**config.mk**
```make
export PLATFORM = sky130hd
export DESIGN_NAME = imem_loader_flat
export DESIGN_NICKNAME = d
export VERILOG_FILES = /design/src/rtl/imem_loader_if.sv /design/src/rtl/imem_loader.sv /design/src/flat_wrapper.sv
export SDC_FILE = /design/constraint.sdc
export NUM_CORES = 1
export LEC_CHECK = 0
export BUFFER_PORTS_ARGS = -buffer_cell sky130_fd_sc_hd__clkbuf_2
export CAP_MARGIN = 10
export CORE_UTILIZATION = 45
export CTS_CLUSTER_DIAMETER = 80
export DETAILED_ROUTE_END_ITERATION = 8
export PLACE_DENSITY = 0.69
export SLEW_MARGIN = 20
export SYNTH_ARGS = -nofsm -noshare
export SYNTH_HDL_FRONTEND = slang
export SYNTH_SLANG_ARGS = --single-unit
```
**constraint.sdc**
```tcl
create_clock -name clk -period 2.6 [get_ports clk]
set_input_delay 0.13 -clock clk [delete_from_list [all_inputs] [get_ports clk]]
set_output_delay 0.13 -clock clk [all_outputs]
set_load 0.05 [all_outputs]
```
**src/rtl/imem_loader_if.sv**
```systemverilog
// Loader bus: session control, word stream from the source, byte-write
// port toward instruction memory and fetch-unit hold/status outputs.
interface imem_loader_if #(
   parameter int word_size = 32
);
   logic                 load_en;
   logic [word_size-1:0] base_addr;
   logic                 in_valid;
   logic [word_size-1:0] in_data;
   logic                 in_last;
   logic                 in_ready;
   logic                 mem_we;
   logic [word_size-1:0] mem_addr;
   logic [7:0]           mem_wdata;
   logic                 start;
   logic [word_size-1:0] start_address;
   logic                 busy;
   logic                 done;
   logic                 error;
   logic [15:0]          word_count;

   // Source / supervisor side: drives requests and words, observes everything else.
   modport master (
      output load_en, base_addr, in_valid, in_data, in_last,
      input  in_ready, mem_we, mem_addr, mem_wdata, start, start_address,
             busy, done, error, word_count
   );

   // Loader side.
   modport slave (
      input  load_en, base_addr, in_valid, in_data, in_last,
      output in_ready, mem_we, mem_addr, mem_wdata, start, start_address,
             busy, done, error, word_count
   );
endinterface

```
**src/rtl/imem_loader.sv**
```systemverilog
// Instruction-memory loader: accepts a stream of words and writes each one
// big-endian, one byte per cycle, starting at a session base address.
// Holds the fetch unit (start=1) until a session has completed.
module imem_loader #(
   parameter int word_size = 32,
   parameter int MEM_BYTES = 1024
) (
   input  logic          clk,
   input  logic          rst,
   imem_loader_if.slave  bus
);

   typedef enum logic [1:0] {IDLE, ACCEPT, WRITE, FINISH} state_t;

   state_t               state_q, state_d;
   logic [word_size-1:0] ptr_q, ptr_d;
   logic [word_size-1:0] word_q, word_d;
   logic [word_size-1:0] start_addr_q, start_addr_d;
   logic [1:0]           idx_q, idx_d;
   logic                 last_q, last_d;
   logic                 drop_q, drop_d;
   logic                 start_q, start_d;
   logic                 error_q, error_d;
   logic [15:0]          wcnt_q, wcnt_d;

   logic [word_size-1:0] ptr_plus4;
   logic [7:0]           byte_sel;

   // Pointer advance wraps naturally at word_size bits.
   assign ptr_plus4 = ptr_q + word_size'(4);

   assign bus.start         = start_q;
   assign bus.start_address = start_addr_q;
   assign bus.busy          = (state_q != IDLE);
   assign bus.error         = error_q;
   assign bus.word_count    = wcnt_q;

   // State and datapath registers; reset parks the fetch unit (start=1).
   always_ff @(posedge clk or negedge rst) begin
      if (!rst) begin
         state_q      <= IDLE;
         ptr_q        <= '0;
         word_q       <= '0;
         start_addr_q <= '0;
         idx_q        <= '0;
         last_q       <= 1'b0;
         drop_q       <= 1'b0;
         start_q      <= 1'b1;
         error_q      <= 1'b0;
         wcnt_q       <= '0;
      end else begin
         state_q      <= state_d;
         ptr_q        <= ptr_d;
         word_q       <= word_d;
         start_addr_q <= start_addr_d;
         idx_q        <= idx_d;
         last_q       <= last_d;
         drop_q       <= drop_d;
         start_q      <= start_d;
         error_q      <= error_d;
         wcnt_q       <= wcnt_d;
      end
   end

   // Big-endian byte lane: index 0 is the most significant byte.
   always_comb begin
      byte_sel = '0;
      unique case (idx_q)
         2'd0: byte_sel = word_q[word_size-1  -: 8];
         2'd1: byte_sel = word_q[word_size-9  -: 8];
         2'd2: byte_sel = word_q[word_size-17 -: 8];
         2'd3: byte_sel = word_q[word_size-25 -: 8];
         default: byte_sel = '0;
      endcase
   end

   // Next-state and output decode.
   always_comb begin
      state_d      = state_q;
      ptr_d        = ptr_q;
      word_d       = word_q;
      start_addr_d = start_addr_q;
      idx_d        = idx_q;
      last_d       = last_q;
      drop_d       = drop_q;
      start_d      = start_q;
      error_d      = error_q;
      wcnt_d       = wcnt_q;
      bus.in_ready  = 1'b0;
      bus.mem_we    = 1'b0;
      bus.mem_addr  = '0;
      bus.mem_wdata = '0;
      bus.done      = 1'b0;

      unique case (state_q)
         IDLE: begin
            if (bus.load_en) begin
               ptr_d        = bus.base_addr;
               start_addr_d = bus.base_addr;
               wcnt_d       = '0;
               error_d      = 1'b0;
               start_d      = 1'b1;
               state_d      = ACCEPT;
            end
         end
         ACCEPT: begin
            bus.in_ready = 1'b1;
            if (bus.in_valid) begin
               word_d = bus.in_data;
               last_d = bus.in_last;
               // A word that would run past the end of memory is counted but not written.
               drop_d = (ptr_plus4 > word_size'(MEM_BYTES));
               if (ptr_plus4 > word_size'(MEM_BYTES)) begin
                  error_d = 1'b1;
               end
               if (wcnt_q != 16'hFFFF) begin
                  wcnt_d = wcnt_q + 16'd1;
               end
               idx_d   = '0;
               state_d = WRITE;
            end
         end
         WRITE: begin
            if (!drop_q) begin
               bus.mem_we    = 1'b1;
               bus.mem_addr  = ptr_q + word_size'(idx_q);
               bus.mem_wdata = byte_sel;
            end
            idx_d = idx_q + 2'd1;
            if (idx_q == 2'd3) begin
               ptr_d   = ptr_plus4;
               state_d = last_q ? FINISH : ACCEPT;
            end
         end
         FINISH: begin
            bus.done = 1'b1;
            start_d  = 1'b0;
            state_d  = IDLE;
         end
         default: state_d = IDLE;
      endcase
   end

endmodule
```
**src/flat_wrapper.sv**
```systemverilog
// flat-port wrapper written by rule: the top's interface ports become plain ports
module imem_loader_flat 
#(
   parameter int word_size = 32,
   parameter int MEM_BYTES = 1024
)
  (clk, rst, bus_load_en, bus_base_addr, bus_in_valid, bus_in_data, bus_in_last, bus_in_ready, bus_mem_we, bus_mem_addr, bus_mem_wdata, bus_start, bus_start_address, bus_busy, bus_done, bus_error, bus_word_count);
  imem_loader_if #(.word_size(word_size)) bus_i ();
  input  logic clk;
  input  logic rst;
  input wire logic [$bits(bus_i.load_en)-1:0] bus_load_en;
  input wire logic [$bits(bus_i.base_addr)-1:0] bus_base_addr;
  input wire logic [$bits(bus_i.in_valid)-1:0] bus_in_valid;
  input wire logic [$bits(bus_i.in_data)-1:0] bus_in_data;
  input wire logic [$bits(bus_i.in_last)-1:0] bus_in_last;
  output wire logic [$bits(bus_i.in_ready)-1:0] bus_in_ready;
  output wire logic [$bits(bus_i.mem_we)-1:0] bus_mem_we;
  output wire logic [$bits(bus_i.mem_addr)-1:0] bus_mem_addr;
  output wire logic [$bits(bus_i.mem_wdata)-1:0] bus_mem_wdata;
  output wire logic [$bits(bus_i.start)-1:0] bus_start;
  output wire logic [$bits(bus_i.start_address)-1:0] bus_start_address;
  output wire logic [$bits(bus_i.busy)-1:0] bus_busy;
  output wire logic [$bits(bus_i.done)-1:0] bus_done;
  output wire logic [$bits(bus_i.error)-1:0] bus_error;
  output wire logic [$bits(bus_i.word_count)-1:0] bus_word_count;
  assign bus_i.load_en = bus_load_en;
  assign bus_i.base_addr = bus_base_addr;
  assign bus_i.in_valid = bus_in_valid;
  assign bus_i.in_data = bus_in_data;
  assign bus_i.in_last = bus_in_last;
  assign bus_in_ready = bus_i.in_ready;
  assign bus_mem_we = bus_i.mem_we;
  assign bus_mem_addr = bus_i.mem_addr;
  assign bus_mem_wdata = bus_i.mem_wdata;
  assign bus_start = bus_i.start;
  assign bus_start_address = bus_i.start_address;
  assign bus_busy = bus_i.busy;
  assign bus_done = bus_i.done;
  assign bus_error = bus_i.error;
  assign bus_word_count = bus_i.word_count;
  imem_loader #(.word_size(word_size), .MEM_BYTES(MEM_BYTES)) u_core (.clk(clk), .rst(rst), .bus(bus_i));
endmodule
```
* After elaboration in Yosys (flattened, before gate mapping) *
Index checks and enable logic that the tools add are counted.

word-level totals
  register bits after elaboration = 120
  word-level logic and storage cells = 71

cells by class
  add/subtract/negate cells = 4
  $lt $le $gt $ge = 1
  equal/unequal tests = 12
  multiplexer cells = 29
  reductions and logical operators = 15

operators with widths
  operator               number
  $mux 32                4
  $pmux 32 s2            1
  $mux 16                3
  $add 32x2->32          1
  $add 32x3->32 const B  1
  $gt 32x11->1 const B   1
  $pmux 16 s2            1
  $pmux 8 s4             1
  $add 16x1->16 const B  1
  $mux 8                 2
  $ne 16x16->1 const B   1
  $mux 2                 5
  $reduce_bool 2->1      5
  $eq 2x2->1 const B     4
  $mux 1                 8
  $pmux 2 s4             1
  $reduce_and 2->1       4
  $reduce_and 4->1       2
  $ne 2x1->1 const B     3
  $reduce_and 3->1       2
  $eq 2x1->1 const B     2
  $logic_not 2->1        2
  $ne 2x2->1 const B     2
  $pmux 1 s2             2
  2 further kinds        2

* Depth between registers and ports, before layout *
  depth after elaboration = 5
  depth in mapped cells = 9
  depth with buffers taken out = 8

* Worst setup path before layout *
No wires, ideal clock.

  path kind = flip-flop to output port
  start point = reg u_core.ptr_q[5]
  end point = out bus_mem_addr[29]
  arrival time = 2813 ps
  data required time = 2470 ps
  slack = -343 ps
  stages on the path, launching flop included = 9
  cells stage by stage = dfrtp_1 buf_4 and4_1 buf_6 nand3_4 or4_4 or3_4 or3_1 a21oi_1

between the ends
  longest elaborated chain between the ends = 3

ends and longest elaborated chain
  item                      RTL line            source
  start: declaration        imem_loader.sv:16   logic [word_size-1:0] ptr_q, ptr_d;
  start signal: assignment  imem_loader.sv:53   ptr_q <= ptr_d;
  $add 32x2->32             imem_loader.sv:126  bus.mem_addr = ptr_q + word_size'(idx_q);
  $mux 32                   imem_loader.sv:124  if (!drop_q) begin
  $mux 32                   imem_loader.sv:95   unique case (state_q)
  end: declaration          flat_wrapper.sv:18  output wire logic [$bits(bus_i.mem_addr)-1:0] bus_mem_addr;

Every way passes these cells.

* Final worst setup path *
  start point = reg u_core.ptr_q[2]
  end point = out bus_mem_addr[29]

The elaborated chain is that of the path after synthesis.

==> metrics.csv <==
stage,metric,value,unit
hold_path,hold path start,bus_load_en,
power,maximum vdd drop,932.0,uV
logic_synthesis,fraction of synthesis flops using an asynchronous set or reset pin,1.000,
cts,Max clock buf depth,2,
cts,TritonCTS clock tree,built,
grt,number of global-route vias before repair,7123,
cells_and_area,Final Instance Area,10070,sq um
detailed_routing,Avg WL per Cell,17.35,microns
logic_synthesis,top cells by area in the synthesized netlist,"sky130_fd_sc_hd__dfrtp_1 44%, sky130_fd_sc_hd__nand2_1 14%, sky130_fd_sc_hd__a21oi_1 5.3%, sky130_fd_sc_hd__nor2_1 4.8%, sky130_fd_sc_hd__xor2_1 2.8%",
critical_path,WS Path Type,flip-flop to output pin,
sta,Pins Over Slew Limit,0,
critical_path,startpoint of the worst setup timing path,u_core.ptr_q[2],
logic_synthesis,"basic-gate share of the synthesized area counting and, or, nand and nor cells",0.2961,
floorplan,die area,15710,sq um
detailed_routing,Pre-Repair DR Iteration Count,8,
cells_and_area,number of antenna repair diodes,0,
cts,TritonCTS Buffers,17,
logic_synthesis,post-synthesis cell type with the largest combined area,sky130_fd_sc_hd__dfrtp_1,
sta,Max Freq,349.5,MHz
detailed_routing,Remaining DRCs,10,
cells_and_area,Area Overhead vs Synth,47.18,%
cells_and_area,fraction of final layout cells sized beyond drive strength 1,0.2950,
cells_and_area,sequential standard cell area,3013,sq um
grt,Total Routing Usage GR,0.2911,
logic_synthesis,"Net Count, Synth",944,
logic_synthesis,number of enable flip-flop cells after synthesis,0,
floorplan,starting density of the core,0.4657,
logic_synthesis,synthesized-area fraction occupied by adder cells,0.01755,
grt,initial antenna violation count,0,
detailed_routing,Starting DRT DRC Count,707,
sta,transition time at the pin with the least slew margin,0.6969,ns
cts,"Clk Latency, worst-skew pair",0.42,ns
detailed_routing,via-per-instance ratio,5.521,
placement,DP Cell Count,1194,
placement,placer congestion estimate,0.9747,
floorplan,Die Width,125.3,microns
cells_and_area,multi-input gate area in the final layout,3785,sq um
cts,H-tree level count,4,
critical_path,maximum net fanout on the critical path,4,
critical_path,Crit. End Element,output pin,
outcome,violated checks,"design-rule violations, negative setup slack",
grt,global-route wire length before repair,35930,microns
logic_synthesis,Synth top area share,0.4350,
floorplan,Placement Rows,44,
floorplan,I/O pin count,163,
detailed_routing,overall routed net length,22960,microns
placement,PortBufs,162,
grt,maximum number of pins on one net before global-route repair,51,
logic_synthesis,xor and xnor area share after synthesis,0.05502,
sta,Rel. slew slack,0.5354,
sta,period utilization,1.101,
sta,endpoints failing hold,0,
power,leakage power,0.004766,uW
logic_synthesis,count of different cell masters after synthesis,54,
sta,unrepaired setup endpoints after global routing,true,
placement,post-place instance area,8178,sq um
placement,DP Wirelength,14260,microns
critical_path,worst reg2reg startpoint,u_core.ptr_q[2],
logic_synthesis,post-synthesis area per instance,7.905,sq um
critical_path,Arrival @ worst endpoint,2.73,ns
cells_and_area,post-route non-filler standard cell count,1323,
logic_synthesis,largest family of logic cells by synthesized area,simple AND/OR/NAND/NOR gates,
critical_path,nature of the critical path startpoint,flip-flop,
cts,cell at the root of the clock tree,sky130_fd_sc_hd__clkbuf_16,
floorplan,Floorplan Core Area,14700,sq um
cells_and_area,net count reported at finish,1204,
floorplan,height of the die,125.3,microns
logic_synthesis,most used flip-flop cell after synthesis,sky130_fd_sc_hd__dfrtp_1,
sta,worst clock skew,0.009457,ns
power,PwrDens,1140,nW/um^2
job,Max Cap Viol,0,
cells_and_area,fillcell total,1117,
sta,clock period minus final worst setup slack,2.861,ns
cts,clock sink count,120,
hold_path,Min-Delay Path Class,input pin to flip-flop,
cts,Clock transition at path regs,0.06,ns
logic_synthesis,synthesized area,6845,sq um
detailed_routing,total number of vias,7304,
logic_synthesis,warning count from the yosys run,0,
logic_synthesis,post-synthesis compound-gate area fraction,0.1316,
logic_synthesis,sequential share of the synthesized area,0.4389,
placement,pre-CTS WS,0.01242,ns
logic_synthesis,"flops & latches, synth",120,
sta,final setup slack of the worst path,-0.2613,ns
detailed_routing,ANT nets after route,0,
logic_synthesis,post-synthesis mux area share,0.004387,
grt,total grt overflow,0,
sta,final setup fails,4,
logic_synthesis,number of instances in the synthesized netlist,866,
outcome,run status,finished with violations,
critical_path,required time reported for the critical path endpoint,2.47,ns
[where the power goes]
| part | leakage (uW) | internal [uW] | switching [uW] |
|---|---|---|---|
| registers | 0.00147 | 2660 | 721 |
| logic | 0.00299 | 1870 | 3660 |
| clock network | 0.000307 | 1660 | 915 |
[cell usage in the layout (no fill, tap or decap), drive strengths merged, types with 2 or more instances in the layout]
cell type / synthesis / layout
dlygate4sd3: 0 / 67
nand2: 252 / 252
a31oi: 5 / 5
dfrtp: 119 / 119
a222oi: 8 / 8
clkinv: 0 / 2
nor3b: 3 / 3
bufinv: 0 / 4
a2111oi: 2 / 2
a22oi: 2 / 2
o22a: 3 / 3
nand3: 23 / 23
clkbuf: 43 / 161
nand4: 21 / 21
o21ai: 36 / 36
ha: 8 / 8
and4: 8 / 8
and3: 8 / 8
a21oi: 73 / 73
or3: 15 / 15
clkinvlp: 0 / 3
nor2b: 5 / 5
nor4: 10 / 10
a211oi: 2 / 2
or4: 2 / 2
and2: 8 / 8
inv: 14 / 18
buf: 23 / 98
xnor2: 21 / 21
o22ai: 16 / 16
mux2i: 3 / 3
xor2: 22 / 22
a41oi: 2 / 2
nand2b: 3 / 3
nor2: 88 / 88
nor3: 8 / 8
o31ai: 2 / 2
[synthesized netlist by cell type (all sizes together), types with 16 or more instances]
| library cell | n |
|---|---|
| xor2 | 22 |
| xnor2 | 21 |
| nand3 | 23 |
| clkbuf | 43 |
| a21oi | 73 |
| o21ai | 36 |
| buf | 23 |
| nand2 | 252 |
| nor2 | 88 |
| nand4 | 21 |
| o22ai | 16 |
| dfrtp | 119 |
[metal layers]
| metal | up-vias | track usage | share of wire |
|---|---|---|---|
| li1 | 3448 | - | - |
| met1 | 3465 | 0.3619 | 0.40 |
| met2 | 322 | 0.4900 | 0.49 |
| met3 | 69 | 0.04921 | 0.061 |
| met4 | 0 | 0.1471 | 0.043 |
| met5 | - | 0 | 0 |
[worst max-delay path, cell delays in order, from the launching register on]
cell and delay [ns]:
sky130_fd_sc_hd__dfrtp_1 0.40, sky130_fd_sc_hd__and3_4 0.23, sky130_fd_sc_hd__nand3_4 0.09, sky130_fd_sc_hd__or4_4 0.52, sky130_fd_sc_hd__or3_4 0.40, sky130_fd_sc_hd__or3_4 0.35
sky130_fd_sc_hd__a21oi_4 0.17, sky130_fd_sc_hd__buf_12 0.15
[logic make-up after synthesis]
| logic type | after synthesis |
|---|---|
| AOI/OAI and AO/OA | 155 |
| xor gates and xnor gates | 43 |
| and+or+nand+nor | 456 |
| DFF | 120 |
| buffers and inverters | 80 |
| adders and majority gates | 9 |
| muxes | 3 |
[flip-flops by register name (all words and copies together), names as in the netlist]
register	count
u_core.bus.start_address	32
u_core.ptr_q	32
u_core.word_q	32
u_core.bus.word_count	16
u_core.idx_q	2
u_core.state_q	2
u_core.bus.error	1
u_core.bus.start	1
u_core.drop_q	1
u_core.last_q	1
[per-stage QoR]
step	setup TNS, ns	power, uW	util	hold WS (ns)
floorplan	-0.05716	6751	-	-0.1656
global placement	0	8054	0.5564	0.2105
detailed placement	0	8129	0.5564	0.2095
CTS	-0.2800	11020	0.6614	0.2540
global route	-1.562	12130	0.6854	0.2878
finish	-0.4515	11480	0.6854	0.2467
[repair_timing]
item	CTS	global route
setup endpoints to repair	16	22
buffers inserted	13	18
hold buffers	67	0
pin swaps	14	27
hold endpoints to repair	115	0
gates resized for setup	33	64
[cell type report]
cell class	count	share of cell area
clock inverters	13	0.01863
inverters	14	0.005216
flip-flops and latches	120	0.2991
clock buffers	19	0.04496
well taps	184	0.02285
multi-input cells	666	0.3757
repair buffers	307	0.2336
[worst paths after layout]
path / end / cells past startpoint / slack [ns]
worst max-delay path: bus_mem_addr[29] / 7 / -0.26
worst min-delay path: u_core.ptr_q[19] / 4 / 0.25
worst max register to register: u_core.drop_q / 9 / 0.08
worst min register to register: u_core.bus.start_address[28] / 2 / 0.47
max in group asynchronous: u_core.ptr_q[15] / 3 / 1.44
min in group asynchronous: u_core.bus.start_address[14] / 2 / 0.30
(Power assumes the default switching activity.)
